`src/rtl/alu_arbiter.sv`:
```
// Two-requester arbiter sharing a single ALU, round-robin between simultaneous requesters.
// Latency: accept edge, one EXEC edge, then response held in RESP until consumed.
// Backpressure: one operation in flight; req_ready stays low until the response is consumed.

`ifndef CPU_WSIZE
`define CPU_WSIZE 32
`endif
`ifndef ALU_OSIZE
`define ALU_OSIZE 2
`endif

// Combinational ALU with opcodes AND, OR, ADD, SUB, SLT, LUI and NOR.
// Latency: zero (purely combinational).
// Backpressure: none; outputs follow the inputs.
module alu #(
  parameter int WSIZE = `CPU_WSIZE,
  parameter int OSIZE = `ALU_OSIZE + 1
) (
  output logic [WSIZE-1:0] r,
  output logic             zero,
  output logic             ovf,
  input  logic [OSIZE-1:0] op,
  input  logic [WSIZE-1:0] a,
  input  logic [WSIZE-1:0] b
);

  localparam logic [OSIZE-1:0] OP_AND = OSIZE'(0);
  localparam logic [OSIZE-1:0] OP_OR  = OSIZE'(1);
  localparam logic [OSIZE-1:0] OP_ADD = OSIZE'(2);
  localparam logic [OSIZE-1:0] OP_SUB = OSIZE'(3);
  localparam logic [OSIZE-1:0] OP_SLT = OSIZE'(4);
  localparam logic [OSIZE-1:0] OP_LUI = OSIZE'(5);
  localparam logic [OSIZE-1:0] OP_NOR = OSIZE'(6);

  // Result, signed overflow (ADD/SUB only) and zero flag; unknown opcodes yield 0.
  always_comb begin
    r   = '0;
    ovf = 1'b0;
    case (op)
      OP_AND: r = a & b;
      OP_OR:  r = a | b;
      OP_ADD: begin
        r   = a + b;
        ovf = (a[WSIZE-1] == b[WSIZE-1]) && (r[WSIZE-1] != a[WSIZE-1]);
      end
      OP_SUB: begin
        r   = a - b;
        ovf = (a[WSIZE-1] != b[WSIZE-1]) && (r[WSIZE-1] != a[WSIZE-1]);
      end
      OP_SLT: r = {{(WSIZE-1){1'b0}}, ($signed(a) < $signed(b))};
      OP_LUI: r = b << (WSIZE / 2);
      OP_NOR: r = ~(a | b);
      default: r = '0;
    endcase
    zero = (r == '0);
  end

endmodule

module alu_arbiter #(
  parameter int WSIZE = `CPU_WSIZE,
  parameter int OSIZE = `ALU_OSIZE + 1
) (
  input  logic             clk,
  input  logic             rst,
  input  logic             req_valid_0,
  output logic             req_ready_0,
  input  logic [OSIZE-1:0] req_op_0,
  input  logic [WSIZE-1:0] req_a_0,
  input  logic [WSIZE-1:0] req_b_0,
  input  logic             req_valid_1,
  output logic             req_ready_1,
  input  logic [OSIZE-1:0] req_op_1,
  input  logic [WSIZE-1:0] req_a_1,
  input  logic [WSIZE-1:0] req_b_1,
  output logic             rsp_valid_0,
  input  logic             rsp_ready_0,
  output logic [WSIZE-1:0] rsp_r_0,
  output logic             rsp_zero_0,
  output logic             rsp_ovf_0,
  output logic             rsp_err_0,
  output logic             rsp_valid_1,
  input  logic             rsp_ready_1,
  output logic [WSIZE-1:0] rsp_r_1,
  output logic             rsp_zero_1,
  output logic             rsp_ovf_1,
  output logic             rsp_err_1,
  output logic [15:0]      gnt_cnt_0,
  output logic [15:0]      gnt_cnt_1
);

  localparam logic [1:0] IDLE = 2'd0;
  localparam logic [1:0] EXEC = 2'd1;
  localparam logic [1:0] RESP = 2'd2;

  localparam logic [OSIZE-1:0] OP_NOR = OSIZE'(6);

  logic [1:0]       state;
  logic             prio;
  logic             grant;
  logic [OSIZE-1:0] op_q;
  logic [WSIZE-1:0] a_q;
  logic [WSIZE-1:0] b_q;

  logic             rsp_valid_q;
  logic [WSIZE-1:0] rsp_r_q;
  logic             rsp_zero_q;
  logic             rsp_ovf_q;
  logic             rsp_err_q;
  logic [15:0]      cnt_0;
  logic [15:0]      cnt_1;

  logic [WSIZE-1:0] alu_r;
  logic             alu_zero;
  logic             alu_ovf;
  logic             op_mapped;
  logic             rsp_ready_gnt;
  logic             sel_0;
  logic             sel_1;

  // The single shared ALU only ever sees the latched operands, so requester
  // inputs may change freely once the operation has been accepted.
  alu #(
    .WSIZE(WSIZE),
    .OSIZE(OSIZE)
  ) u_alu (
    .r    (alu_r),
    .zero (alu_zero),
    .ovf  (alu_ovf),
    .op   (op_q),
    .a    (a_q),
    .b    (b_q)
  );

  // Opcodes 0..6 are implemented; everything above NOR is reported as an error.
  assign op_mapped = (op_q <= OP_NOR);

  // Grant decision in IDLE: prio breaks ties, a lone requester always wins.
  always_comb begin
    req_ready_0 = 1'b0;
    req_ready_1 = 1'b0;
    if (state == IDLE && !rst) begin
      req_ready_0 = req_valid_0 & (!prio | !req_valid_1);
      req_ready_1 = req_valid_1 & ( prio | !req_valid_0);
    end
  end

  assign rsp_ready_gnt = grant ? rsp_ready_1 : rsp_ready_0;

  // Arbitration FSM with operand, response and grant-counter registers.
  always_ff @(posedge clk) begin
    if (rst) begin
      state       <= IDLE;
      prio        <= 1'b0;
      grant       <= 1'b0;
      op_q        <= '0;
      a_q         <= '0;
      b_q         <= '0;
      rsp_valid_q <= 1'b0;
      rsp_r_q     <= '0;
      rsp_zero_q  <= 1'b0;
      rsp_ovf_q   <= 1'b0;
      rsp_err_q   <= 1'b0;
      cnt_0       <= 16'd0;
      cnt_1       <= 16'd0;
    end else begin
      case (state)
        IDLE: begin
          if (req_ready_0) begin
            op_q  <= req_op_0;
            a_q   <= req_a_0;
            b_q   <= req_b_0;
            grant <= 1'b0;
            cnt_0 <= cnt_0 + 16'd1;
            state <= EXEC;
          end else if (req_ready_1) begin
            op_q  <= req_op_1;
            a_q   <= req_a_1;
            b_q   <= req_b_1;
            grant <= 1'b1;
            cnt_1 <= cnt_1 + 16'd1;
            state <= EXEC;
          end
        end
        EXEC: begin
          rsp_valid_q <= 1'b1;
          if (op_mapped) begin
            rsp_r_q    <= alu_r;
            rsp_zero_q <= alu_zero;
            rsp_ovf_q  <= alu_ovf;
            rsp_err_q  <= 1'b0;
          end else begin
            rsp_r_q    <= '0;
            rsp_zero_q <= 1'b0;
            rsp_ovf_q  <= 1'b0;
            rsp_err_q  <= 1'b1;
          end
          state <= RESP;
        end
        RESP: begin
          // Response registers hold until the granted requester takes them.
          if (rsp_ready_gnt) begin
            rsp_valid_q <= 1'b0;
            prio        <= ~grant;
            state       <= IDLE;
          end
        end
        default: state <= IDLE;
      endcase
    end
  end

  // Response fields only appear on the granted port while a response is pending.
  assign sel_0 = rsp_valid_q & ~grant;
  assign sel_1 = rsp_valid_q &  grant;

  assign rsp_valid_0 = sel_0;
  assign rsp_r_0     = sel_0 ? rsp_r_q : '0;
  assign rsp_zero_0  = sel_0 & rsp_zero_q;
  assign rsp_ovf_0   = sel_0 & rsp_ovf_q;
  assign rsp_err_0   = sel_0 & rsp_err_q;

  assign rsp_valid_1 = sel_1;
  assign rsp_r_1     = sel_1 ? rsp_r_q : '0;
  assign rsp_zero_1  = sel_1 & rsp_zero_q;
  assign rsp_ovf_1   = sel_1 & rsp_ovf_q;
  assign rsp_err_1   = sel_1 & rsp_err_q;

  assign gnt_cnt_0 = cnt_0;
  assign gnt_cnt_1 = cnt_1;

endmodule

```
`config.mk`:
```
export PLATFORM = sky130hd
export DESIGN_NAME = alu_arbiter
export DESIGN_NICKNAME = d
export VERILOG_FILES = /design/src/rtl/alu_arbiter.sv
export SDC_FILE = /design/constraint.sdc
export NUM_CORES = 1
export LEC_CHECK = 0
export CORE_MARGIN = 5
export CORE_UTILIZATION = 53
export DETAILED_ROUTE_END_ITERATION = 10
export MAX_ROUTING_LAYER = met4
export PLACE_DENSITY = 0.83
export SYNTH_ARGS = -nofsm -noshare
export SYNTH_HDL_FRONTEND = slang
export SYNTH_SLANG_ARGS = --single-unit
```
`constraint.sdc`:
```
create_clock -name clk -period 4.6 [get_ports clk]
set_input_delay 0.69 -clock clk [delete_from_list [all_inputs] [get_ports clk]]
set_output_delay 0.69 -clock clk [all_outputs]
set_load 0.01 [all_outputs]
```
* Word-level counts from Yosys, hierarchy flattened
Index checks and enable logic that the tools add are counted.
** Word-level totals
- Output and inout bits :: 106
- Logic and storage cells :: 93
- Flip-flop bits (word level) :: 139
- Input port bits :: 140
** Operators by class
- Bitwise logic cells :: 17
- Mux-type cells :: 25
- Add/subtract/negate cells :: 4
- Equal/unequal tests :: 14
- Order comparisons :: 2
- Reductions and logical operators :: 18
** Operators by type and width (number)
- 32-bit two-way mux :: 7
- 32-bit case mux with 7 select lines :: 1
- 16-bit by 1-bit adder with 16-bit output, second input constant :: 2
- 32-bit adder :: 1
- 32-bit AND :: 1
- 32-bit logical NOT :: 1
- 32-bit < comparator :: 1
- 32-bit NOT :: 1
- 32-bit OR :: 1
- 32-bit subtractor :: 1
- 1-bit AND :: 10
- 2-bit AND reduction :: 5
- 3-bit == test, second input constant :: 3
- 1-bit two-way mux :: 9
- 3-bit by 2-bit == test with 1-bit output, second input constant :: 2
- 2-bit two-way mux :: 3
- 3-bit two-way mux :: 2
- 2-bit case mux with 3 select lines :: 1
- 1-bit logical NOT :: 4
- 1-bit case mux with 2 select lines :: 2
- 2-bit nonzero test :: 2
- 3-bit by 1-bit == test with 1-bit output, second input constant :: 1
- 3-bit less-or-equal comparator, second input constant :: 1
- 1-bit logical AND :: 3
- 11 further kinds :: 15

* Depth between registers and ports, before layout
Gate-level depths: netlist of run 1.
- Depth after elaboration :: 7
- Mapped depth :: 15
- Depth with buffers taken out :: 15

* Modules after synthesis
Synthesis of run 1 repeated with hierarchy kept, for this count alone.
** Unflattened totals
- Cell total of the unflattened synthesis :: 1656
- Area, all modules :: 12026.5 um^2
** Modules (own cells, without submodules)
- alu_arbiter :: sequential area each 2782.7 um^2, times used 1, cells an instance 764, area an instance 6148.4 um^2
- alu :: sequential area each 0.0 um^2, times used 1, cells an instance 892, area an instance 5878.1 um^2

* Least setup slack after synthesis of run 1
Ideal clock, no wire load.
- Kind :: register to register
- Start :: reg a_q[1]
- End :: reg rsp_zero_q
- Cell stages (with the launch flop) :: 14
- Period minus slack after synthesis :: 3.548 ns
- Library setup time :: 0.084 ns
- Arrival :: 3.463 ns
- Path buffers :: 0
- Path slack :: 1.052 ns
- Data required time :: 4.516 ns
- Cell sequence :: dfxtp_1 > inv_1 > ha_1 > o21ba_2 > or4_4 > a2111oi_4 > nor4_1 > o31ai_1 > a2111oi_0 > a311oi_1 > nand4_1 > nor4_1 > nand4_1 > o31ai_2
** On the way
- Word-level cells in the longest chain between the ends :: 5
- Elaborated cells on any way between the ends :: 9
- Those cells by class :: 2 x add/sub; 1 x order compare; 2 x mux; 3 x bitwise; 1 x reduce/logical
** RTL lines
- from (decl) :: line 102 : logic [WSIZE-1:0] a_q;
- from (signal assigned) :: line 171 : a_q <= req_a_0;
- from (signal assigned) :: line 178 : a_q <= req_a_1;
- parallel branches: the longest is 2 deep, another holds 32-bit subtractor
- 32-bit case mux with 7 select lines * :: line 39 : case (op)
- 32-bit logical NOT * :: line 55 : zero = (r == '0);
- 1-bit two-way mux * :: line 187 : if (op_mapped) begin
- to (signal assigned) :: line 189 : rsp_zero_q <= alu_zero;
- to (decl) :: line 107 : logic rsp_zero_q;
Every way passes the cells marked *.
A chain may end at the register's enable or synchronous reset.

* Worst setup path after layout of run 1
Same ends and word-level chain as after synthesis.

==> impl_metrics.tcl, run 1 <==
set metrics [dict create \
    ant_nets 0 \
    drive_gt1_frac 0.0556 \
    status "completed" \
    endpoint_kind "flip-flop" \
    critPathRequiredTime_ns 4.94 \
    finalCritPeriodShare 0.933 \
    synth-seq-cells 139 \
    fill_cells 1784 \
    via_per_inst 6.28 \
    ys.warnings.count 0 \
    fmax_mhz 233 \
    htreeDepth 4 \
    pwr_density_cell_nw_per_um2 329 \
    synth_compound_area_frac 0.267 \
    setup_viol 0 \
    crit_fanout 5 \
    grt_overflow_total 0 \
    synth_top_cell_by_area "dfxtp_1" \
    antenna_found_initial 0 \
    worstSetupPathType "flip-flop to flip-flop" \
    grt_pass1_wl_um 69200 \
    ctsHoldBuffers 0 \
    cts_root_buf "clkbuf_16" \
    dp.cells 2098 \
    grt_usage 0.362 \
    seqCellArea_um2 2780 \
    die-area_um2 25100 \
    drt_iter0_markers 1783 \
    syn_area_um2 11700 \
    hpwl_um 35500 \
    io_pins 246 \
    worstPathCellList "inv_1 -> ha_1 -> o21ba_2 -> or4_4 -> a2111oi_4 -> nor4_1 -> buf_4 -> o31ai_1 -> a2111oi_0 -> a311oi_1 -> buf_4 -> nand4_1 -> nor4_1 -> nand4_1 -> o31ai_2" \
    max_cap_viol_count 0 \
    clkSinkCount 139 \
    dr.pass1.iters 6 \
    synth_fa_ha_area_frac 0.111 \
    postSynth.asyncResetShare 0 \
    final_nets 2081 \
    synth-edff-count 0 \
    cts_tree "built" \
    final_cells 2131 \
    cts-buffers-inserted 17 \
    netlist_top_cells_count "246 x nand2_1, 200 x nor2_1, 139 x dfxtp_1" \
    synthSimpleGateAreaFrac 0.276 \
    cts_setup_buffers 0 \
    critical_path.top_delay_family "compound AO/OA/AOI/OAI gates" \
    numPortBuffers 245 \
    yosys.cell_count.top_type "nand2_1" \
    yosys-mux-area-fraction 0.00599 \
    rows 54 \
    yosys.area_share.xor_xnor 0.0284 \
    synth_nets 1899 \
    grt_max_degree 139 \
    ir_drop_mv 0.217 \
    synthTopCellsByArea "dfxtp_1 24%, ha_1 11%, nand2_1 7.9%" \
    multi_input_area_um2 8090 \
    rsz0062_at_grt "false" \
    path_buf_inv 3 \
    report.final.hold_viol_count 0 \
    core_area_um2 21800 \
    synth_top_family_by_area "simple AND/OR/NAND/NOR gates" \
    post-route-drc-count 0 \
    avgSynthCellArea_um2 7.06 \
    vias 13400 \
    path_clk_slew_ns 0.06 \
    slew_viol_final 0 \
    synth_flop_cell "dfxtp_1" \
    min_path_type "flip-flop to flip-flop" \
    die_h_um 159 \
    wl_per_cell_um 21.2 \
    n_antenna_cell 0 \
    clk-insertion-delay-late_ns 0.44 \
    yosysUniqueCellTypes 72 \
    gp_congestion 1.05 \
    yosysSeqAreaShare 0.238 \
    first_global_vias 12400 \
    synthCells 1656 \
    start_util 0.538 \
    tightest_slew_ns 0.986 \
    slowest_delay_ns 0.46 \
    post_cts_resized 0 \
    slew_headroom 0.342 \
    cp_slowest_cell "or4_4" \
    max-clock-path-buffers 2 \
    netlist.area_leader.share 0.238 \
    synthToLayoutAreaGrowth_pct 27.8 \
    fin_tns_setup_ns 0 \
    wirelength_um 45300 \
    start_kind "flip-flop" \
    die_width_um 159 \
    finalWorstPathRequiredPeriod_ns 4.29 \
    arrival_ns 4.63 \
    finClkSkew_ns 0.0129 \
    leakage_nw 5.73 \
]
==> worst min-delay path, delay by kind of cell (launching register included) <==
kind | cells | cell delay [ns]
flops | 1 | 0.32
simple gates | 1 | 0.05
compound gates | 1 | 0.05
==> final timing paths <==
kind	startpoint	endpoint	slack, ns	cells after the start
min reg2reg	rsp_r_q[13]	rsp_r_q[13]	0.47	2
min	rsp_r_q[13]	rsp_r_q[13]	0.47	2
max	a_q[1]	rsp_zero_q	0.31	15
max reg2reg	a_q[1]	rsp_zero_q	0.31	15
==> where the power goes <==
part           leakage, nW  internal [W]  switching, W
Combinational         4.32      0.000771       0.00131
Clock                0.274      0.000725      0.000634
Sequential            1.14       0.00132      0.000157
==> metrics by stage <==
step | area [um^2] | util | hold WS, ns | setup WS (ns) | power [W]
global placement | 14400 | 0.661 | 0.452 | 0.480 | 0.00349
global route | 15000 | 0.687 | 0.505 | 0.0472 | 0.00514
CTS | 14900 | 0.687 | 0.466 | 0.252 | 0.00485
detailed placement | 14400 | 0.661 | 0.458 | 0.327 | 0.00350
finish | 15000 | 0.687 | 0.467 | 0.308 | 0.00492
floorplan | 11700 | - | 0.436 | 1.05 | 0.00274
==> sequential cells by signal (all words and copies together) (netlist names) <==
| signal | cells |
|---|---|
| grant | 1 |
| b_q | 32 |
| rsp_err_q | 1 |
| rsp_zero_q | 1 |
| gnt_cnt_1 | 16 |
| gnt_cnt_0 | 16 |
| a_q | 32 |
| rsp_ovf_q | 1 |
| prio | 1 |
| rsp_r_q | 32 |
| state | 2 |
| op_q | 3 |
| rsp_valid_q | 1 |
==> cell families (layout without fill, tap and decap cells) <==
kind of cell | after synthesis | count (layout)
xor gates and xnor gates | 38 | 38
buffers and inverters | 223 | 418
muxes | 7 | 7
and+or+nand+nor | 707 | 707
DFF | 139 | 139
adders and majority gates | 103 | 103
AOI/OAI and AO/OA | 439 | 439
==> layout by cell type, fill, tap and decap left out, types with 23 or more instances in the layout <==
master	Yosys	routed
nor2_1	200	198
clkdlybuf4s50_1	0	244
a21oi_1	93	93
and3_1	45	45
inv_1	103	101
dfxtp_1	139	138
and2_1	41	41
o21ai_0	79	79
ha_1	101	101
a211oi_1	27	27
a311oi_1	71	71
buf_4	1	36
nand2_1	246	246
nor3_1	37	37
nand3_1	40	38
xor2_1	23	23
==> metal layers <==
metal | vias to the layer above | global-route usage | routed length, um
met5 | - | - | 0
li1 | 6252 | - | -
met1 | 6250 | 0.499 | 19400
met4 | 0 | 0.111 | 1300
met3 | 103 | 0.0810 | 5080
met2 | 774 | 0.529 | 19500
==> final cells by class <==
type / instances / share of cell area
multi-input cells: 1294 / 0.541
well taps: 280 / 0.0234
inverters: 103 / 0.0259
flip-flops and latches: 139 / 0.186
repair buffers: 283 / 0.185
clock buffers: 18 / 0.0294
clock inverters: 14 / 0.00845
(Power assumes the default switching activity.)
==> run 2: changes to the inputs <==
--- a/config.mk
+++ b/config.mk
@@ -6,10 +6,11 @@
 export NUM_CORES = 1
 export LEC_CHECK = 0
 export CORE_MARGIN = 5
-export CORE_UTILIZATION = 53
+export CORE_UTILIZATION = 50
 export DETAILED_ROUTE_END_ITERATION = 10
 export MAX_ROUTING_LAYER = met4
-export PLACE_DENSITY = 0.83
+export PLACE_DENSITY = 0.78
+export SLEW_MARGIN = 10
 export SYNTH_ARGS = -nofsm -noshare
 export SYNTH_HDL_FRONTEND = slang
 export SYNTH_SLANG_ARGS = --single-unit
==> run 2 against run 1 <==
Critical endpoint unchanged. Cell count is 1.8% higher. Largest power group unchanged. Register-to-register slack worse by 0.08 ns. Clock skew is 0.0034 ns higher. Sequential power hardly changed. First-iteration DRC count is 12% lower. Critical path depth is 1 lower. Routed wire length is 2.1% higher.
==> impl_metrics.tcl, run 2 (synthesized netlist as in run 1, its figures left out) <==
set metrics [dict create \
    status "completed" \
    slowest_delay_ns 0.73 \
    worstSetupPathType "flip-flop to flip-flop" \
    antenna_found_initial 0 \
    rsz0062_at_grt "false" \
    leakage_nw 5.75 \
    setup_viol 0 \
    max-clock-path-buffers 2 \
    pwr_density_cell_nw_per_um2 335 \
    dr.pass1.iters 6 \
    core_area_um2 23300 \
    cts_root_buf "clkbuf_16" \
    final_common_cell "nand2_1" \
    grt_usage 0.344 \
    start_util 0.503 \
    min_path_type "flip-flop to flip-flop" \
    largestRegisters "a_q x32, b_q x32, rsp_r_q x32" \
    path_buf_inv 1 \
    post_cts_resized 0 \
    setup_slack_ns 0.225 \
    numPortBuffers 245 \
    start_kind "flip-flop" \
    grt_pass1_wl_um 69700 \
    wirelength_um 46200 \
    clkSinkCount 139 \
    final_cell_mix "246 x nand2_1, 244 x clkdlybuf4s50_1, 198 x nor2_1" \
    slew_headroom 0.302 \
    first_global_vias 12200 \
    synthToLayoutAreaGrowth_pct 28.7 \
    die-area_um2 26600 \
    final_nets 2080 \
    drive_gt1_frac 0.0557 \
    drt_iter0_markers 1576 \
    wl_per_cell_um 21.3 \
    place_ws_ns 0.342 \
    whs_ns 0.469 \
    finalCritPeriodShare 0.951 \
    tightest_slew_ns 1.05 \
    max_cap_viol_count 0 \
    finalWorstPathRequiredPeriod_ns 4.37 \
    gp_congestion 1.10 \
    cp_slowest_cell "a211oi_1" \
    grt_max_degree 139 \
    cts-buffers-inserted 17 \
    hpwl_um 36200 \
    vias 13200 \
    rows 56 \
    die_h_um 163 \
    n_antenna_cell 0 \
    utilization 0.647 \
    critPathRequiredTime_ns 4.96 \
    path_clk_slew_ns 0.07 \
    crit_fanout 5 \
    cts_tree "built" \
    cts_setup_buffers 0 \
    fmax_mhz 229 \
    report.final.hold_viol_count 0 \
    ant_nets 0 \
    finClkSkew_ns 0.0163 \
    htreeDepth 4 \
    io_pins 246 \
    die_width_um 163 \
    fin_tns_setup_ns 0 \
    worstPathCellList "ha_1 -> inv_1 -> fa_1 -> nor2b_1 -> o2111ai_1 -> a211oi_1 -> o31ai_1 -> o21ai_0 -> nor3_1 -> nor4_1 -> nand4_1 -> nor4_1 -> nand4_1 -> o31ai_2" \
    arrival_ns 4.73 \
    via_per_inst 6.08 \
    critical_path.top_delay_family "compound AO/OA/AOI/OAI gates" \
    clk-insertion-delay-late_ns 0.45 \
    endpoint_kind "flip-flop" \
    slew_viol_final 0 \
    grt_overflow_total 0 \
    post-route-drc-count 0 \
    ctsHoldBuffers 0 \
    ir_drop_mv 0.228 \
]
## run 2: layout make-up
class / instances / area [um^2]
Clock buffer: 18 / 439
Clock inverter: 14 / 169
Fill cell: 2088 / 8210
Inverter: 103 / 387
Multi-Input combinational cell: 1294 / 8110
Sequential cell: 139 / 2780
Tap cell: 319 / 399
Timing Repair Buffer: 282 / 2770
## run 2: power by group
part	internal, W	switching (W)	total, W
clock	0.000796	0.000670	0.00147
combinational	0.000776	0.00134	0.00211
sequential	0.00132	0.000148	0.00147
total	0.00289	0.00216	0.00505
## run 2: routing by layer
layer / global-route usage / vias up / part of all wire
li1: - / 6248 / -
met1: 0.486 / 6151 / 0.44
met2: 0.499 / 717 / 0.42
met3: 0.0653 / 74 / 0.10
met4: 0.106 / 0 / 0.030
met5: - / - / 0
## run 2: metrics by stage
stage	area [um^2]	power, W	std cells
after floorplan	11700	0.00274	1656
final	15100	0.00505	2169
after global placement	14400	0.00351	2137
after CTS	15000	0.00497	2169
after detailed placement	14400	0.00351	2137
after global routing	15100	0.00527	2169
## run 2: path summary, 6_finish.rpt
path | start | to | slack, ns | cells after the start
setup reg to reg | b_q[0] | rsp_zero_q | 0.23 | 14
hold reg to reg | rsp_r_q[15] | rsp_r_q[15] | 0.47 | 2
setup / recovery | b_q[0] | rsp_zero_q | 0.23 | 14
hold / removal | rsp_r_q[15] | rsp_r_q[15] | 0.47 | 2
## run 2: tightest hold or removal path, stage by stage (launching register included)
cell	delay [ns]
dfxtp_1	0.32
nand2_1	0.05
a21oi_1	0.05
